==> src/rtl/cam_config_sequencer.sv <==
// Camera register-configuration sequencer.
// Walks a {reg,value} ROM and issues bus writes with retry on NACK.
module cam_config_sequencer #(
  parameter int          NUM_REGS       = 72,
  parameter logic [7:0]  SLAVE_ADDR     = 8'h42,
  parameter int          RESET_CYCLES   = 100000,
  parameter int          POWERUP_CYCLES = 100000,
  parameter int          DELAY_CYCLES   = 1000000,
  parameter int          MAX_RETRIES    = 3
) (
  input  logic        clk_i,
  input  logic        reset_i,
  input  logic        start_i,
  output logic [7:0]  rom_addr_o,
  input  logic [15:0] rom_data_i,
  output logic        req_valid_o,
  output logic [23:0] req_data_o,
  input  logic        req_ready_i,
  input  logic        resp_done_i,
  input  logic        resp_nack_i,
  output logic        reset_cmos_o,
  output logic        busy_o,
  output logic        done_o,
  output logic        error_o,
  output logic [7:0]  error_index_o
);

  localparam logic [31:0] L_RST  = 32'(RESET_CYCLES - 1);
  localparam logic [31:0] L_PWR  = 32'(POWERUP_CYCLES - 1);
  localparam logic [31:0] L_DLY  = 32'(DELAY_CYCLES - 1);
  localparam logic [7:0]  L_NREG = 8'(NUM_REGS);
  localparam logic [7:0]  L_MAXR = 8'(MAX_RETRIES);

  localparam logic [15:0] L_END  = 16'hFFFF;
  localparam logic [15:0] L_WAIT = 16'hFFF0;

  typedef enum logic [3:0] {
    S_IDLE,
    S_RESET,
    S_POWERUP,
    S_FETCH,
    S_ISSUE,
    S_WAIT,
    S_DELAY,
    S_DONE,
    S_ERROR
  } state_t;

  state_t      r_state;
  logic [31:0] r_timer;
  logic [7:0]  r_index;
  logic [7:0]  r_retries;
  logic        r_fetch_ph;
  logic [7:0]  r_rom_addr;
  logic        r_req_valid;
  logic [23:0] r_req_data;
  logic        r_cmos;
  logic        r_busy;
  logic        r_done;
  logic        r_error;
  logic [7:0]  r_err_idx;

  logic        w_tmr_zero;
  logic [7:0]  w_idx_nxt;
  logic        w_last;

  assign w_tmr_zero = (r_timer == 32'd0);
  assign w_idx_nxt  = r_index + 8'd1;
  assign w_last     = (w_idx_nxt >= L_NREG);

  assign rom_addr_o    = r_rom_addr;
  assign req_valid_o   = r_req_valid;
  assign req_data_o    = r_req_data;
  assign reset_cmos_o  = r_cmos;
  assign busy_o        = r_busy;
  assign done_o        = r_done;
  assign error_o       = r_error;
  assign error_index_o = r_err_idx;

  // Sequencer FSM; every output is a register updated on the transition.
  always_ff @(posedge clk_i or posedge reset_i) begin
    if (reset_i) begin
      r_state     <= S_IDLE;
      r_timer     <= '0;
      r_index     <= '0;
      r_retries   <= '0;
      r_fetch_ph  <= 1'b0;
      r_rom_addr  <= '0;
      r_req_valid <= 1'b0;
      r_req_data  <= '0;
      r_cmos      <= 1'b0;
      r_busy      <= 1'b0;
      r_done      <= 1'b0;
      r_error     <= 1'b0;
      r_err_idx   <= '0;
    end else begin
      unique case (r_state)
        S_IDLE, S_DONE, S_ERROR: begin
          if (start_i) begin
            r_state    <= S_RESET;
            r_timer    <= L_RST;
            r_index    <= '0;
            r_retries  <= '0;
            r_rom_addr <= '0;
            r_cmos     <= 1'b1;
            r_busy     <= 1'b1;
            r_done     <= 1'b0;
            r_error    <= 1'b0;
            r_err_idx  <= '0;
          end
        end
        S_RESET: begin
          if (w_tmr_zero) begin
            r_state <= S_POWERUP;
            r_timer <= L_PWR;
            r_cmos  <= 1'b0;
          end else begin
            r_timer <= r_timer - 32'd1;
          end
        end
        S_POWERUP: begin
          if (w_tmr_zero) begin
            r_state    <= S_FETCH;
            r_fetch_ph <= 1'b0;
            r_rom_addr <= r_index;
          end else begin
            r_timer <= r_timer - 32'd1;
          end
        end
        S_FETCH: begin
          // First cycle presents the address, second consumes ROM data.
          if (!r_fetch_ph) begin
            r_fetch_ph <= 1'b1;
          end else begin
            r_fetch_ph <= 1'b0;
            r_retries  <= '0;
            if (rom_data_i == L_END) begin
              r_state <= S_DONE;
              r_done  <= 1'b1;
              r_busy  <= 1'b0;
            end else if (rom_data_i == L_WAIT) begin
              r_state <= S_DELAY;
              r_timer <= L_DLY;
            end else begin
              r_state     <= S_ISSUE;
              r_req_valid <= 1'b1;
              r_req_data  <= {SLAVE_ADDR, rom_data_i};
            end
          end
        end
        S_ISSUE: begin
          if (req_ready_i) begin
            r_state     <= S_WAIT;
            r_req_valid <= 1'b0;
          end
        end
        S_WAIT: begin
          if (resp_done_i) begin
            if (!resp_nack_i) begin
              r_index <= w_idx_nxt;
              if (w_last) begin
                r_state <= S_DONE;
                r_done  <= 1'b1;
                r_busy  <= 1'b0;
              end else begin
                r_state    <= S_FETCH;
                r_fetch_ph <= 1'b0;
                r_rom_addr <= w_idx_nxt;
              end
            end else if (r_retries < L_MAXR) begin
              r_retries   <= r_retries + 8'd1;
              r_state     <= S_ISSUE;
              r_req_valid <= 1'b1;
            end else begin
              r_state   <= S_ERROR;
              r_error   <= 1'b1;
              r_busy    <= 1'b0;
              r_err_idx <= r_index;
            end
          end
        end
        S_DELAY: begin
          if (w_tmr_zero) begin
            r_index <= w_idx_nxt;
            if (w_last) begin
              r_state <= S_DONE;
              r_done  <= 1'b1;
              r_busy  <= 1'b0;
            end else begin
              r_state    <= S_FETCH;
              r_fetch_ph <= 1'b0;
              r_rom_addr <= w_idx_nxt;
            end
          end else begin
            r_timer <= r_timer - 32'd1;
          end
        end
        default: begin
          r_state <= S_IDLE;
        end
      endcase
    end
  end

endmodule

==> config.mk <==
export PLATFORM = sky130hd
export DESIGN_NAME = cam_config_sequencer
export DESIGN_NICKNAME = d
export VERILOG_FILES = /design/src/rtl/cam_config_sequencer.sv
export SDC_FILE = /design/constraint.sdc
export NUM_CORES = 1
export LEC_CHECK = 0
export CAP_MARGIN = 20
export CORE_UTILIZATION = 55
export CTS_BUF_LIST = sky130_fd_sc_hd__clkbuf_4 sky130_fd_sc_hd__clkbuf_8
export DETAILED_ROUTE_END_ITERATION = 16
export PLACE_DENSITY = 0.8
export SETUP_SLACK_MARGIN = 0.2
export SLEW_MARGIN = 10
export SYNTH_ARGS = -nofsm -noshare
export SYNTH_HDL_FRONTEND = slang
export SYNTH_SLANG_ARGS = --single-unit
==> constraint.sdc <==
create_clock -name clk_i -period 3.7 [get_ports clk_i]
set_input_delay 0.74 -clock clk_i [delete_from_list [all_inputs] [get_ports clk_i]]
set_output_delay 0.74 -clock clk_i [all_outputs]
set_load 0.03 [all_outputs]
; ---- Word-level counts from Yosys, hierarchy flattened
; Index checks and enable logic that the tools add are counted.
[totals]
ramBits = 0
register_bits = 91
mem_bits_ro = 0
memories = 0
latch_bits = 0
wordCells = 149
out_inout_bits = 45
[classes]
mux = 77
n_eq_ne = 27
bitwise = 2
n_shift = 0
mul = 0
reduce_logical = 25
n_lt_le_gt_ge = 2
n_addsub = 3
div_mod_pow = 0
[op_table]
columns = cell, n
row1 = two-way mux 32 bit, 6
row2 = two-way mux 8 bit, 16
row3 = case mux 32 bit (4 select lines), 1
row4 = case mux 8 bit (3 select lines), 2
row5 = two-way mux 4 bit, 9
row6 = equality test 16 bit (second input constant), 2
row7 = logical NOT 32 bit, 1
row8 = != test 2 bit (second input constant), 16
row9 = case mux 8 bit (4 select lines), 1
row10 = subtractor 32 x 1 -> 32 bit (second input constant), 1
row11 = two-way mux 1 bit, 31
row12 = case mux 4 bit (7 select lines), 1
row13 = AND reduction 7 bit, 3
row14 = AND reduction 6 bit, 3
row15 = adder 8 x 1 -> 8 bit (second input constant), 2
row16 = equality test 4 x 3 -> 1 bit (second input constant), 4
row17 = case mux 8 bit (2 select lines), 1
row18 = nonzero test 4 bit, 4
row19 = AND reduction 5 bit, 3
row20 = case mux 1 bit (4 select lines), 3
row21 = nonzero test 3 bit, 3
row22 = equality test 4 x 2 -> 1 bit (second input constant), 2
row23 = greater-or-equal comparator 8 x 7 -> 1 bit (second input constant), 1
row24 = < comparator 8 x 2 -> 1 bit (second input constant), 1
row25 = 15 further kinds, 19

; ---- Depth between registers and ports, before layout
; Gate-level depths: netlist of the first run.
[depth]
ltp_word = 6
depth_mapped = 10

; ---- Worst setup path after synthesis of the first run
; OpenSTA, ideal clock, no wires.
[synth_path]
kind = input port to flip-flop
startpoint = input rom_data_i[0]
endpoint = register r_timer[7]
n_path_buf = 1
arrival_ps = 2442
path_stages = 7
slack_ps = 1137
t_required_ps = 3579
cell_sequence = or4_1 > nor4_2 > o32ai_2 > a21oi_2 > buf_2 > o21ai_0 > a22o_1
[synth_between]
elab_chain_len = 3
elab_cells_between_ends = 5
[synth_lines]
columns = item, line
row1 = "start, declared", 15  ; input logic [15:0] rom_data_i,
row2 = equality test 16 bit (on tied branches), "141, 137"
row3 = != test 2 bit (no source line), --
row4 = AND reduction 6 bit (no source line) *, --
row5 = "end signal, assigned", 118  ; r_timer <= r_timer - 32'd1;
row6 = "end signal, assigned", 127  ; r_timer <= r_timer - 32'd1;
row7 = "end signal, assigned", 195  ; r_timer <= r_timer - 32'd1;
row8 = "end, declared", 50  ; logic [31:0] r_timer;
; Every way passes the cells marked *; elsewhere a longest branch is shown, timed or not.
; A chain may end at the register's enable or synchronous reset.

; ---- Worst setup path after layout of the first run
[layout_path]
startpoint = register r_state[1]
endpoint = register r_index[3]
[layout_between]
elab_chain_len = 4
elab_cells_between_ends = 13
[layout_lines]
columns = item, line
row1 = "start, declared", 49  ; state_t r_state;
row2 = "start signal, assigned", 83  ; r_state <= S_IDLE;
row3 = "start signal, assigned", 100  ; r_state <= S_RESET;
row4 = "start signal, assigned", 114  ; r_state <= S_POWERUP;
row5 = "equality test 4 x 3 -> 1 bit, or another cell as far along", 97  ; unique case (r_state)
row6 = OR reduction 3 bit, 97
row7 = != test 2 bit (no source line) / nonzero test 3 bit (equally long branches), --
row8 = AND reduction 5 bit (no source line), --
row9 = "end signal, assigned", 160  ; r_index <= w_idx_nxt;
row10 = "end signal, assigned", 184  ; r_index <= w_idx_nxt;
row11 = "end, declared", 51  ; logic [7:0] r_index;
; Several ways; a longest one is shown, not always the timed one.

==> results of run 1 <==
[worst min-delay path, delay by kind of cell (launching register included)]
family          cells  cell delay [ps]
flops               1              350
compound gates      1               60
simple gates        1               40
[state kept, by name, summed over array words and instances, names as in the netlist]
register / count
r_timer: 32
req_data_o: 17
error_index_o: 8
r_index: 8
r_retries: 8
rom_addr_o: 8
r_state: 4
busy_o: 1
done_o: 1
error_o: 1
r_fetch_ph: 1
req_valid_o: 1
reset_cmos_o: 1
[through the flow]
stage / util (%) / instances
5_1_grt: 68.16 / 730
4_1_cts: 68.07 / 729
3_3_place_gp: 65.75 / 713
2_1_floorplan: - / 563
6_report: 68.16 / 730
3_5_place_dp: 65.75 / 713
[layout by cell type (no fill, tap or decap), types with 5 or more instances in the layout]
cell | Yosys | final
a31oi_1 | 8 | 8
nand2b_1 | 8 | 8
nand3_1 | 14 | 14
nor4_1 | 16 | 16
o22ai_1 | 6 | 6
mux2i_1 | 7 | 7
clkdlybuf4s50_1 | 0 | 60
a21oi_1 | 25 | 25
dfrtp_1 | 91 | 91
nor2_1 | 60 | 60
nand2_1 | 59 | 59
nor3_1 | 19 | 19
inv_1 | 13 | 12
o31ai_1 | 9 | 9
clkbuf_8 | 0 | 9
xnor2_1 | 5 | 5
and3_1 | 8 | 8
conb_1 | 1 | 6
mux2_2 | 24 | 24
o41ai_1 | 6 | 6
and4_1 | 7 | 7
nand4_1 | 8 | 8
buf_4 | 8 | 14
or3_1 | 5 | 5
o21ai_0 | 53 | 53
[area by class of cell]
class                   instances  area (sq um)
multi-input cells             427          2638
flip-flops and latches         91          2277
well taps                     108         135.1
clock buffers                  10         131.4
repair buffers                 75         725.7
fillers                       705          2818
inverters                      13         50.05
clock inverters                 6         73.82
[worst max-delay path by stage]
stage                            from                       to  cells past startpoint
2_1_floorplan                 reset_i       busy_o$_DFFE_PP0P_                      1
3_3_place_gp            rom_data_i[0]  r_timer[30]$_DFFE_PP0P_                      8
3_5_place_dp            rom_data_i[0]   r_timer[8]$_DFFE_PP0P_                      8
4_1_cts        r_state[1]$_DFFE_PP0P_   r_index[3]$_DFFE_PP0P_                      6
5_1_grt        r_state[1]$_DFFE_PP0P_   r_index[2]$_DFFE_PP0P_                      6
6_report       r_state[1]$_DFFE_PP0P_   r_index[3]$_DFFE_PP0P_                      6
[layer usage]
layer	part of all wire [%]	wire length, microns	GRT usage, %
met2	47	5987	43.28
met1	44	5643	37.58
met3	6.5	830	7.373
met5	0	0	0
met4	2.3	291	11.25
[power by group]
part / internal (W) / switching [W]
Clock: 0.000328 / 0.000383
Sequential: 0.00121 / 0.000231
Combinational: 0.000882 / 0.00147
Total: 0.00242 / 0.00208
[cell families after synthesis]
kind of cell	after synthesis	synth area share, %
mux	31	6.665
compound gates	143	17.81
buf+inv	45	4.117
fa+ha+maj	4	0.9802
xor+xnor	7	1.201
other cells	1	0.07344
simple gates	236	24.55
flops	91	44.60
==> metrics.yaml, run 1 <==
critical_path:
  crit_buf_inv: 0
  critical_path_class: "flip-flop to flip-flop"
  critPathTopFamily: "simple AND/OR/NAND/NOR gates"
  cp_cell_sequence: "nor3_1 > and2_1 > o21bai_1 > o211ai_1 > or4_1 > o21ai_0"
  worstPathMaxFanout: 15
  reg2reg_from: "r_state[1]$_DFFE_PP0P_"
  cp_slowest_cell: "or4_1"
  regToRegSetupSlack_ps: 800
  cp.required_ps: 3980
  end_kind: "flip-flop"
  cp-start-kind: "flip-flop"
  r2r_end: "r_index[3]$_DFFE_PP0P_"
  worst_r2r_path_depth: 6
  cpPeakStageDelay_ps: 630
  worst_ep_arrival_time_ps: 3180
die:
  initial_utilization_pct: 57.71
  row_count: 34
  die_h_microns: 98.36
  dieArea_sq_um: 9674
  core_area_sq_um: 8848
  ios: 67
  die_w_microns: 98.36
synthesis:
  synthTopCellsByArea: "dfrtp_1, mux2_2, o21ai_0"
  yosysMostFrequentCell: "dfrtp_1"
  synth_top_area_share_pct: 44.60
  ys.flop_type: "dfrtp_1"
  yosys-top-cells-count: "dfrtp_1, nor2_1, nand2_1, o21ai_0, a21oi_1"
  ys_seq_area_share_pct: 44.60
  yosysTopAreaCell: "dfrtp_1"
  ys_ff_latch: 91
  syn_area_sq_um: 5106
  yosysUniqueCellTypes: 65
  ys_warn_count: 0
  synth_area_per_cell_sq_um: 9.151
  syn_inst: 558
  async_flop_share_pct: 100.0
  synth_edf_count: 0
grt:
  grt_max_degree: 47
  grt_pass1_wl_mm: 21.40
  grt_pass1_vias: 4387
  track_usage_pct: 27.97
  antenna_found_initial: 0
  grt.overflow.total: 0
power:
  ir_worst_vdd_v: 0.0004580
  fin_total_pwr_w: 0.004499
  leakagePower_nw: 2.455
  p_per_area_nw_per_um2: 745.9
clocking:
  clk_pin_slew_worst_paths_ps: 90
  root_buffer: "clkbuf_8"
  cts_tree: "yes"
  cts_resized: 0
  post-cts-setup-buffers: 0
  insertion_delay_ps: 370
  cts.htree.levels: 3
  max-clock-path-buffers: 2
  cts_inserted_buffers: 9
  hold_buffers: 0
  cts_sinks: 91
routing:
  vias_per_cell: 6.363
  drt-total-wl_mm: 12.75
  drt_iter0_drc: 342
  vias: 4645
  firstDrtPassIters: 15
  drt-wirelength-per-cell_microns: 17.47
  drt.antenna.violating_nets: 0
  drc: 1
timing:
  setup_ws_ps: 802.8
  min_period_ps: 2897
  relSlewSlack_pct: 33.62
  setup_viol: 0
  slew_viol_final: 0
  clock.fmax_mhz: 345.2
  tightest_slew_ps: 991.4
  hold_viol: 0
  finalCritPeriodShare_pct: 78.30
  hold_slack_ps: 481.9
  fin_skew_ps: 8.830
  fin_tns_setup_ps: 0
  rsz0062_at_grt: "no"
placement:
  place_area_sq_um: 5818
  port_buffers: 60
  pre_cts_ws_ps: 497.2
  place.gp.congestion: 0.9228
  dp.final_hpwl_mm: 9.075
finish:
  antennaDiodeCount: 0
  drive_gt1_share_pct: 12.22
  final_cell_area_sq_um: 6031
  area_delta_synth_final_pct: 18.11
  layout.nets: 643
hold_path:
  hold_class: "flip-flop to flip-flop"
  holdPathEnd: "error_index_o[1]$_DFFE_PP0P_"
  hold_depth: 2
  min-delay-start: "error_index_o[1]$_DFFE_PP0P_"
status:
  status: "finished with violations"
  violations: "design-rule violations"
run:
  cap_violations: 0
Power figures use the tool's default switching activity.
==> run 2: changes to the inputs <==
Clock period 3.7 ns to 2.9 ns, I/O delays scaled along.
==> run 2 against run 1 <==
The run still ends with design-rule violations left. Core utilization grew 2.7 points. First-iteration DRC count rose by 6.7%. Hold slack improved by 2.5 ps. Clock skew grew 3.6 ps. Sequential power up 28%. Critical path type unchanged. Critical endpoint is now r_timer[20]$_DFFE_PP0P_. Largest power group unchanged.
==> metrics.yaml, run 2 (synthesis results as in run 1) <==
placement:
  port_buffers: 60
  place.gp.congestion: 0.8930
  dp.final_hpwl_mm: 9.062
status:
  violations: "design-rule violations"
  status: "finished with violations"
finish:
  fin_util_pct: 70.86
  antennaDiodeCount: 0
  drive_gt1_share_pct: 16.09
  final_cell_mix: "dfrtp_1, clkdlybuf4s50_1, nand2_1, nor2_1, o21ai_0"
  num-fill-cells: 683
  final_common_cell: "dfrtp_1"
  layout.nets: 661
  largest_reg_flops: 32
  area_delta_synth_final_pct: 22.79
  largest-register: "r_timer"
grt:
  grt_pass1_wl_mm: 21.76
  grt_max_degree: 92
  grt.overflow.total: 0
  grt_pass1_vias: 4618
  antenna_found_initial: 0
  track_usage_pct: 28.29
clocking:
  insertion_delay_ps: 380
  clk_pin_slew_worst_paths_ps: 100
  hold_buffers: 0
  cts_inserted_buffers: 9
  cts_tree: "yes"
  root_buffer: "clkbuf_8"
  max-clock-path-buffers: 2
  cts.htree.levels: 3
  cts_sinks: 91
die:
  row_count: 34
  core_area_sq_um: 8848
  initial_utilization_pct: 57.71
  dieArea_sq_um: 9674
  die_h_microns: 98.36
  die_w_microns: 98.36
  ios: 67
critical_path:
  critPathTopFamily: "simple AND/OR/NAND/NOR gates"
  cpMostUsedCell: "buf_4"
  cpPeakStageDelay_ps: 510
  cp.required_ps: 3170
  r2r_end: "r_timer[20]$_DFFE_PP0P_"
  worst_r2r_path_depth: 8
  worst_ep_arrival_time_ps: 2820
  crit_buf_inv: 2
  cp_slowest_cell: "nor4_4"
  cp-start-kind: "flip-flop"
  worstPathMaxFanout: 12
  end_kind: "flip-flop"
  cp_cell_sequence: "nor4_4 > nand4_2 > nor3_4 > buf_4 > a21o_1 > buf_4 > nor2_1 > nor4_1"
  reg2reg_from: "r_timer[5]$_DFFE_PP0P_"
  regToRegSetupSlack_ps: 340
  critical_path_class: "flip-flop to flip-flop"
routing:
  drt-total-wl_mm: 12.98
  drt-wirelength-per-cell_microns: 17.36
  vias: 4766
  drc: 3
  vias_per_cell: 6.372
  drt_iter0_drc: 365
  firstDrtPassIters: 11
  drt.antenna.violating_nets: 0
timing:
  clock.fmax_mhz: 391.2
  fin_tns_setup_ps: 0
  hold_slack_ps: 484.4
  relSlewSlack_pct: 58.39
  rsz0062_at_grt: "no"
  finalCritPeriodShare_pct: 88.16
  tightest_slew_ps: 619.3
  hold_viol: 0
  min_period_ps: 2557
  slew_viol_final: 0
  setup_viol: 0
  fin_skew_ps: 12.42
run:
  cap_violations: 0
hold_path:
  hold_depth: 2
  holdPathEnd: "error_index_o[0]$_DFFE_PP0P_"
  hold_class: "flip-flop to flip-flop"
  min-delay-start: "error_index_o[0]$_DFFE_PP0P_"
power:
  ir_worst_vdd_v: 0.0006577
  p_per_area_nw_per_um2: 967.2
  leakagePower_nw: 2.563
-- run 2: through the flow --
step	worst slack, ps	cells	total power [W]	instance area, sq um
global placement	76.21	728	0.004914	5971
CTS	205.0	745	0.006002	6198
floorplan	497.3	563	0.003881	5129
detailed placement	6.933	728	0.005025	5971
global route	223.1	748	0.006427	6270
finish	343.4	748	0.006064	6270
-- run 2: worst max path at each step --
stage,depth (start not counted),end,slack (ps),startpoint
6_report,8,r_timer[20]$_DFFE_PP0P_,340,r_timer[5]$_DFFE_PP0P_
3_3_place_gp,7,r_timer[19]$_DFFE_PP0P_,80,rom_data_i[0]
3_5_place_dp,8,r_timer[20]$_DFFE_PP0P_,7,rom_data_i[0]
4_1_cts,8,rom_addr_o[3]$_DFFE_PP0P_,210,r_index[0]$_DFFE_PP0P_
5_1_grt,8,r_timer[22]$_DFFE_PP0P_,220,r_timer[5]$_DFFE_PP0P_
2_1_floorplan,7,r_timer[7]$_DFFE_PP0P_,500,rom_data_i[0]
-- run 2: tightest hold or removal path, cell delays in order, from the launching register on --
cell     delay, ps
dfrtp_1        350
nand2_1         40
o21ai_0         60
-- run 2: timing repair --
item / in CTS / in global routing
resized for setup: 0 / 11
endpoints found under the hold margin: 0 / 0
setup buffers: 1 / 3
endpoints found under the setup margin: 8 / 19
pin swaps: 1 / 1
-- run 2: power breakdown --
| part | switching (W) | leakage (nW) | internal, W |
|---|---|---|---|
| clock | 0.000504 | 0.0959 | 0.000413 |
| sequential | 0.000303 | 1.18 | 0.00154 |
| combinational | 0.00194 | 1.29 | 0.00136 |
-- run 2: cell type report --
type,instances,area [sq um],share of cell area (%)
tap,108,135.1,2.155
multi-input combinational,427,2685,42.83
clock buffer,9,123.9,1.976
timing repair buffer,93,910.9,14.53
inverter,13,52.55,0.8382
clock inverter,7,83.83,1.337
sequential,91,2278,36.34
-- run 2: per-layer routing --
layer | GRT usage [%] | vias up | share of wire (%)
li1 | - | 2203 | -
met1 | 37.19 | 2307 | 43
met2 | 44.75 | 223 | 47
met3 | 6.514 | 33 | 7.6
met4 | 12.63 | 0 | 2.1
met5 | 1.538 | - | 0
